### src/rtl/regfile_pkg.sv
// ---------------------------------------------------------------------------
// regfile_pkg : shared types and constants for the register-file write port
// Revision 1.0
// ---------------------------------------------------------------------------
`default_nettype none

package regfile_pkg;

  localparam int DEF_ADDRESS_WIDTH = 5;
  localparam int DEF_DATA_WIDTH    = 32;

  typedef enum logic [0:0] {
    CLEAR = 1'b0,
    RUN   = 1'b1
  } wb_state_t;

  // Priority pointer encoding; also the bit index of each requester in req/grant.
  localparam logic REQ_ALU = 1'b0;
  localparam logic REQ_MEM = 1'b1;

endpackage

`default_nettype wire

### src/rtl/rr_arbiter2.sv
// ---------------------------------------------------------------------------
// rr_arbiter2 : two-input round-robin arbiter with a one-hot grant
// Revision 1.0
// ---------------------------------------------------------------------------
`default_nettype none

module rr_arbiter2
  import regfile_pkg::*;
(
  input  logic       clk,
  input  logic       rst,
  input  logic [1:0] req,
  input  logic       advance,
  output logic [1:0] grant
);

  logic ptr_q;

  always_comb begin
    grant = 2'b00;
    unique case (req)
      2'b01:   grant = 2'b01;
      2'b10:   grant = 2'b10;
      2'b11:   grant = (ptr_q == REQ_ALU) ? 2'b01 : 2'b10;
      default: grant = 2'b00;
    endcase
  end

  // Pointer only moves when a contended grant completes.
  always_ff @(posedge clk) begin
    if (rst) begin
      ptr_q <= REQ_ALU;
    end else if (advance) begin
      ptr_q <= ~ptr_q;
    end
  end

endmodule

`default_nettype wire

### src/rtl/regfile_wb_arbiter.sv
// ---------------------------------------------------------------------------
// regfile_wb_arbiter : zero-fills the register file, then round-robin shares
// its write port between ALU and load writeback.   Revision 1.0
// ---------------------------------------------------------------------------
`default_nettype none

module regfile_wb_arbiter
  import regfile_pkg::*;
#(
  parameter int ADDRESS_WIDTH = DEF_ADDRESS_WIDTH,
  parameter int DATA_WIDTH    = DEF_DATA_WIDTH
) (
  input  logic                     clk,
  input  logic                     rst,
  input  logic                     alu_valid,
  output logic                     alu_ready,
  input  logic [ADDRESS_WIDTH-1:0] alu_addr,
  input  logic [DATA_WIDTH-1:0]    alu_data,
  input  logic                     mem_valid,
  output logic                     mem_ready,
  input  logic [ADDRESS_WIDTH-1:0] mem_addr,
  input  logic [DATA_WIDTH-1:0]    mem_data,
  output logic                     we3,
  output logic [ADDRESS_WIDTH-1:0] a3,
  output logic [DATA_WIDTH-1:0]    wd3,
  output logic                     init_done
);

  localparam logic [ADDRESS_WIDTH-1:0] C_ONE      = {{(ADDRESS_WIDTH-1){1'b0}}, 1'b1};
  localparam logic [ADDRESS_WIDTH-1:0] C_ADDR_MAX = '1;

  wb_state_t                state_q;
  logic [ADDRESS_WIDTH-1:0] clr_addr_q;

  logic       w_clear;
  logic       w_run;
  logic [1:0] w_req;
  logic [1:0] w_grant;

  always_ff @(posedge clk) begin
    if (rst) begin
      state_q    <= CLEAR;
      clr_addr_q <= C_ONE;
    end else begin
      unique case (state_q)
        CLEAR: begin
          clr_addr_q <= clr_addr_q + C_ONE;
          if (clr_addr_q == C_ADDR_MAX) begin
            state_q <= RUN;
          end
        end
        default: ;
      endcase
    end
  end

  // Outputs are squashed while rst is high so a mid-run reset acknowledges nothing.
  assign w_clear   = (state_q == CLEAR) && !rst;
  assign w_run     = (state_q == RUN) && !rst;
  assign w_req     = {mem_valid, alu_valid} & {2{w_run}};
  assign alu_ready = w_grant[REQ_ALU];
  assign mem_ready = w_grant[REQ_MEM];
  assign init_done = w_run;

  rr_arbiter2 u_rr_arbiter2 (
    .clk     (clk),
    .rst     (rst),
    .req     (w_req),
    .advance (&w_req),
    .grant   (w_grant)
  );

  always_comb begin
    we3 = 1'b0;
    a3  = '0;
    wd3 = '0;
    if (w_clear) begin
      we3 = 1'b1;
      a3  = clr_addr_q;
    end else if (w_grant[REQ_ALU]) begin
      we3 = |alu_addr;
      a3  = alu_addr;
      wd3 = alu_data;
    end else if (w_grant[REQ_MEM]) begin
      we3 = |mem_addr;
      a3  = mem_addr;
      wd3 = mem_data;
    end
  end

endmodule

`default_nettype wire

### config.mk
export PLATFORM = sky130hd
export DESIGN_NAME = regfile_wb_arbiter
export DESIGN_NICKNAME = d
export VERILOG_FILES = /design/src/rtl/regfile_pkg.sv /design/src/rtl/rr_arbiter2.sv /design/src/rtl/regfile_wb_arbiter.sv
export SDC_FILE = /design/constraint.sdc
export NUM_CORES = 1
export LEC_CHECK = 0
export ABC_AREA = 1
export CORE_MARGIN = 5
export CORE_UTILIZATION = 25
export CTS_CLUSTER_DIAMETER = 40
export DETAILED_ROUTE_END_ITERATION = 16
export PLACE_DENSITY = 0.82
export SETUP_SLACK_MARGIN = 0.02
export SLEW_MARGIN = 20
export SYNTH_ARGS = -nofsm -noshare
export SYNTH_HDL_FRONTEND = slang
export SYNTH_SLANG_ARGS = --single-unit
### constraint.sdc
create_clock -name clk -period 1.9 [get_ports clk]
set_clock_uncertainty 0.05 [all_clocks]
set_input_delay 0.38 -clock clk [delete_from_list [all_inputs] [get_ports clk]]
set_output_delay 0.38 -clock clk [all_outputs]
set_load 0.02 [all_outputs]
==> load_flow_metrics.sql <==
INSERT INTO impl_metrics (metric_group, metric, value, unit) VALUES
('hold_path', 'timing.hold.worst.class', 'in -> reg', ''),
('place', 'dpl-instance-area', '2200', 'um^2'),
('floorplan', 'io-pin-count', '119', ''),
('floorplan', 'core_region_area', '3360', 'um^2'),
('setup_path', 'cp_common_cell', 'sky130_fd_sc_hd__nand2_1', ''),
('setup_path', 'r2r.worst_path.cells', '4', ''),
('yosys', 'synth_top_cell_by_area', 'sky130_fd_sc_hd__nand2_1', ''),
('setup_path', 'r2r_start', 'clr_addr_q[0]', ''),
('job', 'timing.max_cap.violations', '0', ''),
('setup_path', 'worstPathMaxFanout', '8', ''),
('routing', 'drt_pre_antenna_iters', '4', ''),
('layout', 'layout_commonest_cell', 'sky130_fd_sc_hd__nand2_1', ''),
('setup_path', 'critical_path_class', 'reg -> out', ''),
('layout', 'design.final.nets', '398', ''),
('layout', 'finalCoreUtilization', '69.2', '%'),
('layout', 'area_growth', '166', '%'),
('place', 'dp_hpwl', '3610', 'um'),
('yosys', 'syn_area_per_cell', '4.89', 'um^2'),
('hold_path', 'min_delay_worst_endpoint', 'state_q', ''),
('yosys', 'netlist_top_cells_area', 'sky130_fd_sc_hd__nand2_1 (51%), sky130_fd_sc_hd__dfxtp_1 (16%), sky130_fd_sc_hd__nor2_1 (6.4%)', ''),
('floorplan', 'initial_core_util', '26.0', '%'),
('power', 'fin_total_pwr', '540', 'uW'),
('cts', 'cts_sink_cnt', '7', ''),
('yosys', 'synth_cells', '179', ''),
('layout', 'layout_common_cells', 'sky130_fd_sc_hd__nand2_1 (115), sky130_fd_sc_hd__clkdlybuf4s50_1 (74), sky130_fd_sc_hd__buf_4 (37), sky130_fd_sc_hd__buf_6 (22), sky130_fd_sc_hd__nor2_1 (12)', ''),
('power', 'static_leakage', '1.22', 'nW'),
('cts', 'insertion_delay', '260', 'ps'),
('routing', 'first_iteration_detailed_routing_drc_count', '50', ''),
('setup_path', 'crit_path_end_kind', 'primary output', ''),
('power', 'power_per_cell_area', '232', 'nW/um^2'),
('floorplan', 'dieArea', '4780', 'um^2'),
('hold_path', 'worst_min_path_start', 'rst', ''),
('place', 'placer_congestion', '0.776', ''),
('outcome', 'run_status', 'complete, no violations', ''),
('cts', 'ctsRootBufferMaster', 'sky130_fd_sc_hd__clkbuf_4', ''),
('power', 'irDropWorstVdd', '0.355', 'mV'),
('cts', 'clk_path_buf_depth', '2', ''),
('yosys', 'synth.net_count', '259', ''),
('hold_path', 'cell_depth_of_the_worst_min_delay_path', '3', ''),
('floorplan', 'placement_row_count', '21', ''),
('setup_path', 'critical_path.startpoint_type', 'flip-flop', ''),
('setup_path', 'rrSetupSlack', '480', 'ps'),
('sta', 'timing.final.setup_violations', '0', ''),
('routing', 'routed_wire_length_per_instance', '13.2', 'um'),
('setup_path', 'critical-path-max-stage-delay', '360', 'ps'),
('grt', 'grt-ovfl-total', '0', ''),
('sta', 'slew_headroom', '86.2', '%'),
('setup_path', 'crit_arrival', '1380', 'ps'),
('routing', 'vias', '1587', ''),
('grt', 'first_pass_grt_wire_length', '7530', 'um'),
('setup_path', 'critical_path.slowest_cell', 'sky130_fd_sc_hd__dfxtp_2', ''),
('sta', 'min_period', '1810', 'ps'),
('yosys', 'proportion_of_synthesized_chip_area_in_sequential_cells', '16.0', '%'),
('grt', 'grt_start_max_net_pins', '18', ''),
('grt', 'first_global_vias', '1506', ''),
('sta', 'achievable-frequency', '553', 'MHz'),
('routing', 'vias_per_cell', '4.37', ''),
('sta', 'hold_violations', '0', ''),
('routing', 'detail_route.drc_violations', '0', ''),
('yosys', 'post_synth_num_cell_types', '17', ''),
('place', 'port_buf_inserts', '118', ''),
('routing', 'postRouteWirelength', '4810', 'um'),
('grt', 'initial_antenna_violation_count', '0', ''),
('setup_path', 'endpoint_of_the_worst_register_to_register_path', 'clr_addr_q[4]', ''),
('layout', 'finish.instance_area', '2330', 'um^2'),
('floorplan', 'die_h', '69.1', 'um'),
('yosys', 'synth.cell_area', '875', 'um^2'),
('layout', 'num_antenna_cells', '0', ''),
('sta', 'rsz0062_at_grt', 'false', ''),
('cts', 'clkSlewWorstSetupHoldPaths', '60', 'ps'),
('routing', 'final_antenna_net_count', '0', '');
## flip-flops by register name, summed over array words and instances (netlist names)
register and flops:
u_rr_arbiter2.ptr_q 1, clr_addr_q 5, state_q 1
## synthesized netlist by cell type
cell                       count
sky130_fd_sc_hd__dfxtp_1       7
sky130_fd_sc_hd__nand2_1     118
sky130_fd_sc_hd__nand4_1       2
sky130_fd_sc_hd__a22o_1        2
sky130_fd_sc_hd__nor3_1        1
sky130_fd_sc_hd__ha_1          2
sky130_fd_sc_hd__buf_2         4
sky130_fd_sc_hd__buf_4         2
sky130_fd_sc_hd__nor2_1       15
sky130_fd_sc_hd__and3_1        2
sky130_fd_sc_hd__inv_1         7
sky130_fd_sc_hd__buf_6         2
sky130_fd_sc_hd__a21oi_1       2
sky130_fd_sc_hd__nand3_1       9
sky130_fd_sc_hd__nand3b_1      2
sky130_fd_sc_hd__inv_2         1
sky130_fd_sc_hd__o21ai_0       1
## where the power goes
| part | leakage [nW] | total, mW | switching, mW | internal [mW] |
|---|---|---|---|---|
| combinational | 1.15 | 0.235 | 0.0620 | 0.173 |
| sequential | 0.0583 | 0.164 | 0.00880 | 0.155 |
| clock | 0.0150 | 0.141 | 0.0605 | 0.0805 |
| total | 1.22 | 0.540 | 0.131 | 0.408 |
## per-stage QoR
stage,instances,setup WS [ps]
detailed placement,350,-703
global placement,350,-656
global route,363,20.0
finish,363,91.9
CTS,364,20.3
floorplan,179,352
## critical path, delay by kind of cell (launching register included)
family | cells | cell delay (ps)
buf+inv | 3 | 420
flops | 1 | 360
simple gates | 4 | 350
## area by class of cell
cell class              instances  area (um^2)
clock buffers                   4         26.3
inverters                       8         30.0
multi-input cells             156          707
well taps                      46         57.6
fillers                       317         1030
flip-flops and latches          7          143
repair buffers                142         1370
## how the worst max path moves through the flow
stage                              startpoint      end  slack, ps  cells past startpoint
final                                 state_q   wd3[7]         90                      7
after global routing      u_rr_arbiter2.ptr_q   wd3[3]         20                      8
after CTS                                 rst  wd3[30]         20                      9
after detailed placement            alu_valid    a3[4]       -700                      7
after global placement              alu_valid    a3[1]       -660                      7
after floorplan                           rst  wd3[12]        350                      7
## cell families after synthesis
| group | synth area share (%) |
|---|---|
| DFF | 16.0 |
| AOI/OAI and AO/OA | 3.72 |
| adders and majority gates | 2.86 |
| and+or+nand+nor | 67.4 |
| buffers and inverters | 10.0 |
## metal layers
metal | wire, um | part of all wire [%] | vias to the layer above | track usage [%]
li1 | - | - | 826 | -
met2 | 2370 | 49 | 72 | 34.6
met5 | 0 | 0 | - | 0
met1 | 2080 | 43 | 685 | 23.1
met4 | 25 | 0.52 | 0 | 2.60
met3 | 330 | 6.9 | 4 | 4.36
## what timing repair did
item / 4_1_cts / 5_1_grt
setup endpoints to repair: 41 / 39
hold endpoints to repair: 0 / 0
pin swaps: 3 / 5
buffers inserted: 7 / 0
cloned: 3 / 1
resized for setup: 220 / 28
Note: power is estimated with default switching activity, not from simulation.
